`src/rtl/ddr_init_seq.sv`:
```
// DDR4 power-up sequencer: reset_n/CKE timing, MR3..MR0 + ZQCL per rank over a
// valid/ready command port, plus a timing-only MR4/MR2/MR1/MR0 refresh path.
module ddr_init_seq #(
  parameter int unsigned NUM_RANKS = 1,
  parameter int unsigned RESET_CYC = 20,
  parameter int unsigned CKE_CYC   = 50,
  parameter int unsigned TXPR      = 24,
  parameter int unsigned TMRD      = 8,
  parameter int unsigned TMOD      = 24,
  parameter int unsigned TZQINIT   = 1024
) (
  input  logic        clock_t,
  input  logic        reset,
  input  logic        start,
  input  logic        cfg_update,
  input  logic [1:0]  burst_length,
  input  logic [1:0]  al_dly,
  input  logic [4:0]  cas_dly,
  input  logic [4:0]  wr_dly,
  input  logic        w_pre,
  input  logic        r_pre,
  input  logic        cmd_ready,
  output logic        ddr_reset_n,
  output logic        cke,
  output logic        cmd_valid,
  output logic [1:0]  cmd_type,
  output logic [1:0]  cmd_rank,
  output logic [2:0]  mr_sel,
  output logic [17:0] mr_data,
  output logic        busy,
  output logic        init_done
);

  typedef enum logic [3:0] {
    IDLE, RST_ASSERT, RST_RELEASE, XPR, MRS_ISSUE, MRS_WAIT, MOD_WAIT,
    ZQ_ISSUE, ZQ_WAIT, DONE, UPD_ISSUE, UPD_WAIT, UPD_MOD
  } state_t;

  typedef struct packed {
    logic [1:0] bl;
    logic [1:0] al;
    logic [4:0] cas;
    logic [4:0] wr;
    logic       w_pre;
    logic       r_pre;
  } cfg_t;

  localparam logic [1:0] CMD_NOP  = 2'd0;
  localparam logic [1:0] CMD_MRS  = 2'd1;
  localparam logic [1:0] CMD_ZQCL = 2'd2;

  localparam logic [2:0] LAST_IDX  = 3'd6;
  // MR4, MR2, MR1, MR0 are the tail of the full MR order, so updates start here
  localparam logic [2:0] UPD_FIRST = 3'd3;
  localparam logic [1:0] LAST_RANK = 2'(NUM_RANKS - 1);

  function automatic logic [31:0] wait_load(input int unsigned n);
    return (n == 0) ? '0 : 32'(n - 1);
  endfunction

  localparam logic [31:0] W_RESET = wait_load(RESET_CYC);
  localparam logic [31:0] W_CKE   = wait_load(CKE_CYC);
  localparam logic [31:0] W_XPR   = wait_load(TXPR);
  localparam logic [31:0] W_MRD   = wait_load(TMRD);
  localparam logic [31:0] W_MOD   = wait_load(TMOD);
  localparam logic [31:0] W_ZQ    = wait_load(TZQINIT);

  function automatic logic [2:0] mr_sel_of(input logic [2:0] idx);
    case (idx)
      3'd0:    return 3'd3;
      3'd1:    return 3'd6;
      3'd2:    return 3'd5;
      3'd3:    return 3'd4;
      3'd4:    return 3'd2;
      3'd5:    return 3'd1;
      default: return 3'd0;
    endcase
  endfunction

  function automatic logic [17:0] mr_data_of(input logic [2:0] idx, input cfg_t c);
    logic [17:0] v;
    v = '0;
    case (mr_sel_of(idx))
      3'd0: begin
        v[1:0] = c.bl;
        v[8:4] = c.cas;
      end
      3'd1: begin
        v[0]   = 1'b1;
        v[4:3] = c.al;
      end
      3'd2: v[7:3] = c.wr;
      3'd4: begin
        v[11] = c.r_pre;
        v[12] = c.w_pre;
      end
      default: v = '0;
    endcase
    return v;
  endfunction

  state_t      state;
  cfg_t        cfg;
  cfg_t        cfg_in;
  logic [31:0] cnt;
  logic [2:0]  idx;
  logic        wait_done;

  assign cfg_in    = '{bl: burst_length, al: al_dly, cas: cas_dly, wr: wr_dly,
                       w_pre: w_pre, r_pre: r_pre};
  assign wait_done = (cnt == '0);

  always_ff @(posedge clock_t or posedge reset) begin
    if (reset) begin
      state       <= IDLE;
      cfg         <= '0;
      cnt         <= '0;
      idx         <= '0;
      ddr_reset_n <= 1'b0;
      cke         <= 1'b0;
      cmd_valid   <= 1'b0;
      cmd_type    <= CMD_NOP;
      cmd_rank    <= '0;
      mr_sel      <= '0;
      mr_data     <= '0;
      busy        <= 1'b0;
      init_done   <= 1'b0;
    end else begin
      case (state)
        IDLE, DONE: begin
          if (start) begin
            state       <= RST_ASSERT;
            cnt         <= W_RESET;
            cfg         <= cfg_in;
            ddr_reset_n <= 1'b0;
            cke         <= 1'b0;
            busy        <= 1'b1;
            init_done   <= 1'b0;
          end else if (cfg_update && state == DONE) begin
            state     <= UPD_ISSUE;
            cfg       <= cfg_in;
            idx       <= UPD_FIRST;
            busy      <= 1'b1;
            cmd_valid <= 1'b1;
            cmd_type  <= CMD_MRS;
            cmd_rank  <= '0;
            mr_sel    <= mr_sel_of(UPD_FIRST);
            mr_data   <= mr_data_of(UPD_FIRST, cfg_in);
          end
        end

        RST_ASSERT: begin
          if (wait_done) begin
            state       <= RST_RELEASE;
            cnt         <= W_CKE;
            ddr_reset_n <= 1'b1;
          end else begin
            cnt <= cnt - 32'd1;
          end
        end

        RST_RELEASE: begin
          if (wait_done) begin
            state <= XPR;
            cnt   <= W_XPR;
            cke   <= 1'b1;
          end else begin
            cnt <= cnt - 32'd1;
          end
        end

        XPR: begin
          if (wait_done) begin
            state     <= MRS_ISSUE;
            idx       <= '0;
            cmd_valid <= 1'b1;
            cmd_type  <= CMD_MRS;
            cmd_rank  <= '0;
            mr_sel    <= mr_sel_of(3'd0);
            mr_data   <= mr_data_of(3'd0, cfg);
          end else begin
            cnt <= cnt - 32'd1;
          end
        end

        MRS_ISSUE, UPD_ISSUE: begin
          if (cmd_ready) begin
            cmd_valid <= 1'b0;
            cmd_type  <= CMD_NOP;
            if (idx == LAST_IDX) begin
              state <= (state == MRS_ISSUE) ? MOD_WAIT : UPD_MOD;
              cnt   <= W_MOD;
            end else begin
              state <= (state == MRS_ISSUE) ? MRS_WAIT : UPD_WAIT;
              cnt   <= W_MRD;
              idx   <= idx + 3'd1;
            end
          end
        end

        MRS_WAIT, UPD_WAIT: begin
          if (wait_done) begin
            state     <= (state == MRS_WAIT) ? MRS_ISSUE : UPD_ISSUE;
            cmd_valid <= 1'b1;
            cmd_type  <= CMD_MRS;
            mr_sel    <= mr_sel_of(idx);
            mr_data   <= mr_data_of(idx, cfg);
          end else begin
            cnt <= cnt - 32'd1;
          end
        end

        MOD_WAIT: begin
          if (wait_done) begin
            state     <= ZQ_ISSUE;
            cmd_valid <= 1'b1;
            cmd_type  <= CMD_ZQCL;
            mr_sel    <= '0;
            mr_data   <= '0;
          end else begin
            cnt <= cnt - 32'd1;
          end
        end

        ZQ_ISSUE: begin
          if (cmd_ready) begin
            state     <= ZQ_WAIT;
            cnt       <= W_ZQ;
            cmd_valid <= 1'b0;
            cmd_type  <= CMD_NOP;
          end
        end

        ZQ_WAIT, UPD_MOD: begin
          if (wait_done) begin
            if (cmd_rank != LAST_RANK) begin
              state     <= (state == ZQ_WAIT) ? MRS_ISSUE : UPD_ISSUE;
              idx       <= (state == ZQ_WAIT) ? 3'd0 : UPD_FIRST;
              cmd_rank  <= cmd_rank + 2'd1;
              cmd_valid <= 1'b1;
              cmd_type  <= CMD_MRS;
              mr_sel    <= mr_sel_of((state == ZQ_WAIT) ? 3'd0 : UPD_FIRST);
              mr_data   <= mr_data_of((state == ZQ_WAIT) ? 3'd0 : UPD_FIRST, cfg);
            end else begin
              state     <= DONE;
              busy      <= 1'b0;
              init_done <= 1'b1;
            end
          end else begin
            cnt <= cnt - 32'd1;
          end
        end

        default: state <= IDLE;
      endcase
    end
  end

endmodule

```
`config.mk`:
```
export PLATFORM = sky130hd
export DESIGN_NAME = ddr_init_seq
export DESIGN_NICKNAME = d
export VERILOG_FILES = /design/src/rtl/ddr_init_seq.sv
export SDC_FILE = /design/constraint.sdc
export NUM_CORES = 1
export LEC_CHECK = 0
export CAP_MARGIN = 10
export CORE_ASPECT_RATIO = 1.25
export CORE_MARGIN = 5
export CORE_UTILIZATION = 55
export DETAILED_ROUTE_END_ITERATION = 6
export PLACE_DENSITY = 0.78
export SLEW_MARGIN = 10
export SYNTH_ARGS = -nofsm -noshare
export SYNTH_HDL_FRONTEND = slang
export SYNTH_SLANG_ARGS = --single-unit
```
`constraint.sdc`:
```
create_clock -name clock_t -period 3.4 [get_ports clock_t]
set_input_delay 0.68 -clock clock_t [delete_from_list [all_inputs] [get_ports clock_t]]
set_output_delay 0.68 -clock clock_t [all_outputs]
set_load 0.005 [all_outputs]
```
; ---- Word-level counts from Yosys, hierarchy flattened
; Index checks and enable logic that the tools add are counted.
[op_classes]
addsub = 3
n_mul = 0
div = 0
n_lt_le_gt_ge = 0
n_eq_ne = 54
shifts = 0
mux = 116
n_bitwise = 0
n_reduce_logical = 40
[ops]
columns = cell, count
row1 = $mux W32, 6
row2 = $pmux W32 S6, 1
row3 = $mux W18, 7
row4 = $pmux W18 S5, 1
row5 = $mux W4, 16
row6 = $mux W3, 17
row7 = $pmux W3 S6, 2
row8 = $pmux W4 S9, 1
row9 = $mux W2, 17
row10 = $logic_not A32 Y1, 1
row11 = $mux W16, 2
row12 = $sub A32 B1 Y32 const B, 1
row13 = $ne A2 B2 Y1 const B, 15
row14 = $pmux W1 S2, 12
row15 = $pmux W3 S2, 4
row16 = $reduce_and A8 Y1, 3
row17 = $eq A3 B3 Y1 const B, 7
row18 = $eq A4 B4 Y1 const B, 5
row19 = $mux W1, 20
row20 = $eq A3 B2 Y1 const B, 6
row21 = $logic_not A3 Y1, 6
row22 = $eq A4 B3 Y1 const B, 4
row23 = $eq A3 B1 Y1 const B, 5
row24 = $pmux W3 S5, 1
row25 = other kinds (33), 53
[totals]
register_bits = 85
latchBits = 0
ramBits = 0
mem_bits_ro = 0
input_bits = 21
out_inout_bits = 30
memories = 0

; ---- Longest topological paths before layout
[logic_depth]
word_depth = 12
mapped_depth = 12
ltp_nobuf = 8

; ---- Worst setup path before layout
; No wires, ideal clock.
[synth_path]
path_kind = reg-to-reg
startpoint = reg cnt[0]
endpoint = reg mr_data[0]
t_arrival_ps = 2989
t_required_ps = 3275
slack_ps = 286
path_stages_with_launch = 13
path_buffers = 4
cell_sequence = dfrtp_1 > inv_1 > ha_1 > or3b_1 > buf_2 > or4_1 > buf_2 > or4b_4 > buf_6 > nor2_4 > o21a_4 > buf_12 > mux2_4
[synth_between]
elab_chain_len = 3
elab_cells_between_ends = 6
[synth_rtl]
columns = item, line_no
row1 = start: declaration, 105  ; logic [31:0] cnt;
row2 = start signal: assignment, 158  ; cnt <= cnt - 32'd1;
row3 = start signal: assignment, 168  ; cnt <= cnt - 32'd1;
row4 = start signal: assignment, 182  ; cnt <= cnt - 32'd1;
row5 = $logic_not A32 Y1 (*), 111  ; assign wait_done = (cnt == '0);
row6 = $ne A2 B2 Y1 (no line), -
row7 = $reduce_and A8 Y1 (no line) (*), -
row8 = end signal: assignment, 148  ; mr_data <= mr_data_of(UPD_FIRST, cfg_in);
row9 = end signal: assignment, 180  ; mr_data <= mr_data_of(3'd0, cfg);
row10 = end signal: assignment, 207  ; mr_data <= mr_data_of(idx, cfg);
row11 = end: declaration, 29  ; output logic [17:0] mr_data,
; Every way passes the cells marked *; elsewhere a longest branch is shown, timed or not.
; A chain may end at the register's enable or synchronous reset.

; ---- Worst setup path after layout
[layout_path]
startpoint = reg cnt[1]
endpoint = reg mr_data[11]
; The elaborated chain is that of the path after synthesis.

==> impl_results.md <==
* Starting density of the core at 55.9%
* Power Internal at 2.91 mW
* Number of distinct library cells after synthesis at between 70 and 80
* Number of DRC violations after detailed-routing iteration 0 at roughly 450
* Most common cell after layout, fill and taps aside: sky130_fd_sc_hd__dfrtp_1
* Transition time of the tightest slew-check pin at around 0.96 ns
* Worst setup SP type: register
* Total CTS buffers at 9
* R2R Path Start: cnt[1]
* Cell at the root of the clock tree: sky130_fd_sc_hd__clkbuf_8
* Io pins at between 50 and 60
* Final ANT Viol Nets at 0
* CTS tree: yes
* Most used cells in the layout excluding fill and tap cells: sky130_fd_sc_hd__dfrtp_1, sky130_fd_sc_hd__nor2_1, sky130_fd_sc_hd__clkdlybuf4s50_1
* Proportion of layout cells with a drive suffix above 1 at 14.6%
* Global router's overall resource usage at around a quarter
* Layout area overhead at 16.2%
* Switch share at 46.0%
* Data arrival time of the worst path at between 3 and 4 ns
* Final setup fails at 0
* Comb pwr share at about 58%
* TNS Setup at 0 ns
* Total detailed-routing wirelength at between 10,000 and 15,000 um
* # H-tree levels at 3
* Max Buffers Root-to-Sink at 2
* Kind of end point of the critical path: register
* Sequential share of the synthesized area at roughly two fifths
* Largest driver fanout on the critical path at 14
* LEAKAGE at between 2 and 2.5 nW
* Ant diodes at 0
* VDD IR-drop max at 0.438 mV
* Post_cts resized at 0
* Cell count after placement at between 600 and 700
* Fraction of power consumed by the clock network at between 10% and 20%
* Post-CTS setup repair buffer count at 0
* Primary flip-flop cell chosen by synthesis mapping: sky130_fd_sc_hd__dfrtp_1
* Post-layout total power at approximately 5.4 mW
* Critical setup path kind: reg2reg
* DP Wirelength at between 8000 and 9000 um
* Reg-to-reg setup timing slack at about 0.27 ns
* Number of global-route vias before repair at between 4,000 and 5,000
* Peak Freq at ~0.32 GHz
* Mapped Cells at roughly 520
* Final worst-path setup slack at roughly 0.27 ns
* Data required time at the worst endpoint at about 3.7 ns
* FF+latch count, synth at slightly below 80
* Wire length of the first global-routing pass at around 21,000 um
* Net switching power at roughly 2.5 mW
* Post-detailed-route via-to-cell ratio at 6.19
* Worst setup path startpoint: cnt[1]
* Area of the placeable core at 8610 um2
* FF-to-FF End: mr_data[11]
* Final Instance Area at 5600 um2
* End-of-flow core utilization at 65.0%
* YS warnings at 0
* Number of iterations in the first detailed-routing pass at 5
* Post-detailed-route DRC marker count at 0
* Number of sinks on the clock net at 77
* Remaining Overflow, GRT at 0
* Crit path to: mr_data[11]
* Later-pin clock latency in the skew report at roughly 0.37 ns
* Clock transition time at the flip-flop clock pins of the worst setup and hold paths at around 0.09 ns
* Final net count at 594
* Post-place setup slack at ~0.29 ns
* Final Hold Slack at 0.517 ns
* Unrepaired setup endpoints after global routing: false
* Final worst path period need at between 3 and 4 ns
* Hold Crit Class: reg2reg
* Average instance area after synthesis at ~9.2 um2
* Power Dens Cells at around 960 nW/um2
* Number of vias after detailed routing at approximately 4,300
* Number of buffers inserted by port buffering at 42
* Placer's final routability congestion estimate at 0.927
* Period Utilization, post-route at between 90% and 100%
* Synthesized cell area at roughly 4800 um2
* Area after detailed placement at between 5000 and 6000 um2
* Number of maximum-capacitance violations at 0
* Hold-fix buffers, CTS at 0
* Asr flop ratio synth at 100%
* Overall die height at between 100 and 150 um
* Final cell count without fillers at 690
* Largest net degree at the start of global routing at 45
* Horizontal extent of the die at 93.7 um
* Die ar. at around 11,000 um2
* Initial antenna violation count at 0
* Clock skew after layout at approximately 0.012 ns
* Number of synthesized flops with an enable pin at 0
* Count of pins over their slew limit at 0
* Routed len/inst at about 18 um
* R2r worst-path depth at 8
* Slew headroom at between 30 and 40%
* Count of standard-cell rows at 38
* Total count of hold-check failures in the final report at 0
* Outcome: finished clean
* Sequential share of power at 28.9%
synth_stat cells (3+ instances only):
master	instances	share of area [%]
sky130_fd_sc_hd__buf_4	8	1.2
sky130_fd_sc_hd__ha_1	8	2.1
sky130_fd_sc_hd__nor2_1	55	4.3
sky130_fd_sc_hd__nand2b_1	11	1.4
sky130_fd_sc_hd__nor3_1	15	1.6
sky130_fd_sc_hd__mux2i_1	6	1.2
sky130_fd_sc_hd__nand4_1	3	0.39
sky130_fd_sc_hd__dfrtp_1	77	40
sky130_fd_sc_hd__buf_2	3	0.31
sky130_fd_sc_hd__o22ai_1	3	0.39
sky130_fd_sc_hd__o31ai_1	7	1.1
sky130_fd_sc_hd__o21ai_0	32	3.3
sky130_fd_sc_hd__or3_1	11	1.4
sky130_fd_sc_hd__o21a_1	4	0.62
sky130_fd_sc_hd__nand2_1	32	2.5
sky130_fd_sc_hd__nor2b_1	13	1.7
sky130_fd_sc_hd__o2111ai_1	4	0.73
sky130_fd_sc_hd__mux2_2	22	5.1
sky130_fd_sc_hd__nor4_1	9	1.2
sky130_fd_sc_hd__clkbuf_1	23	1.8
sky130_fd_sc_hd__or4_1	12	1.9
sky130_fd_sc_hd__a22oi_1	8	1.2
sky130_fd_sc_hd__o211ai_1	6	0.94
sky130_fd_sc_hd__mux2_4	7	2.2
sky130_fd_sc_hd__a21oi_1	36	3.7
sky130_fd_sc_hd__buf_1	3	0.23
sky130_fd_sc_hd__and2_1	3	0.39
sky130_fd_sc_hd__a211o_1	3	0.55
sky130_fd_sc_hd__a31oi_1	3	0.39
sky130_fd_sc_hd__inv_1	15	1.2
sky130_fd_sc_hd__xnor2_1	4	0.73
sky130_fd_sc_hd__xor2_1	14	2.5
sky130_fd_sc_hd__nand3_1	10	1.0
critical path, stage by stage (launching register included):
cell and delay [ns]:
sky130_fd_sc_hd__dfrtp_1 0.40, sky130_fd_sc_hd__inv_1 0.08, sky130_fd_sc_hd__ha_1 0.19, sky130_fd_sc_hd__or3b_1 0.44, sky130_fd_sc_hd__or4_1 0.45, sky130_fd_sc_hd__or4b_4 0.65, sky130_fd_sc_hd__nor2_4 0.14, sky130_fd_sc_hd__o21a_4 0.29
sky130_fd_sc_hd__mux2_2 0.38
cells by family after synthesis:
kind of cell / count (synthesis) / share of synthesized area (%)
other: 1 / 0.0779
flip-flops: 77 / 40.0
XOR/XNOR: 18 / 3.28
multiplexers: 35 / 8.58
AO/OA/AOI/OAI: 136 / 19.1
buffers and inverters: 56 / 5.72
adder cells (fa/ha/maj): 8 / 2.08
AND/OR/NAND/NOR: 192 / 21.2
flip-flops by register name, indices dropped and copies added (netlist names), 2 cells and up:
register / flops
cnt: 32
cfg: 16
mr_data: 10
state: 4
idx: 3
mr_sel: 3
cmd_rank: 2
cmd_type: 2
power groups by stage:
stage / combinational (mW) / sequential [mW] / clock (mW)
after floorplan: 2.28 / 1.41 / 0
after CTS: 3.06 / 1.55 / 0.744
after global placement: 2.98 / 1.54 / 0
after global routing: 3.41 / 1.60 / 0.790
after detailed placement: 3.05 / 1.56 / 0
final: 3.10 / 1.56 / 0.733
how the worst min path moves through the flow:
stage,start,endpoint,slack (ns),cells after the start
final,cmd_valid,cmd_valid,0.52,1
after floorplan,cnt[3],cnt[3],0.47,1
after global placement,cmd_valid,cmd_valid,0.48,1
after CTS,cfg[12],cfg[12],0.52,1
after global routing,cfg[13],cfg[13],0.54,1
after detailed placement,cfg[12],cfg[12],0.50,1
final cells by class:
| class | instances | area, um2 |
|---|---|---|
| Fill cell | 695 | 3010 |
| Multi-Input combinational cell | 397 | 2640 |
| Sequential cell | 77 | 1930 |
| Timing Repair Buffer | 64 | 611 |
| Tap cell | 120 | 150 |
| Clock buffer | 9 | 124 |
| Clock inverter | 7 | 81.3 |
| Inverter | 16 | 60.1 |
routing by layer:
layer / GRT usage (%) / vias up / share of wire, %
met3: 5.39 / 35 / 6.6
met5: 0 / - / 0
li1: - / 1974 / -
met4: 11.3 / 0 / 3.6
met2: 39.1 / 203 / 49
met1: 30.8 / 2059 / 41
No activity file was read; power rests on OpenSTA's default activity.
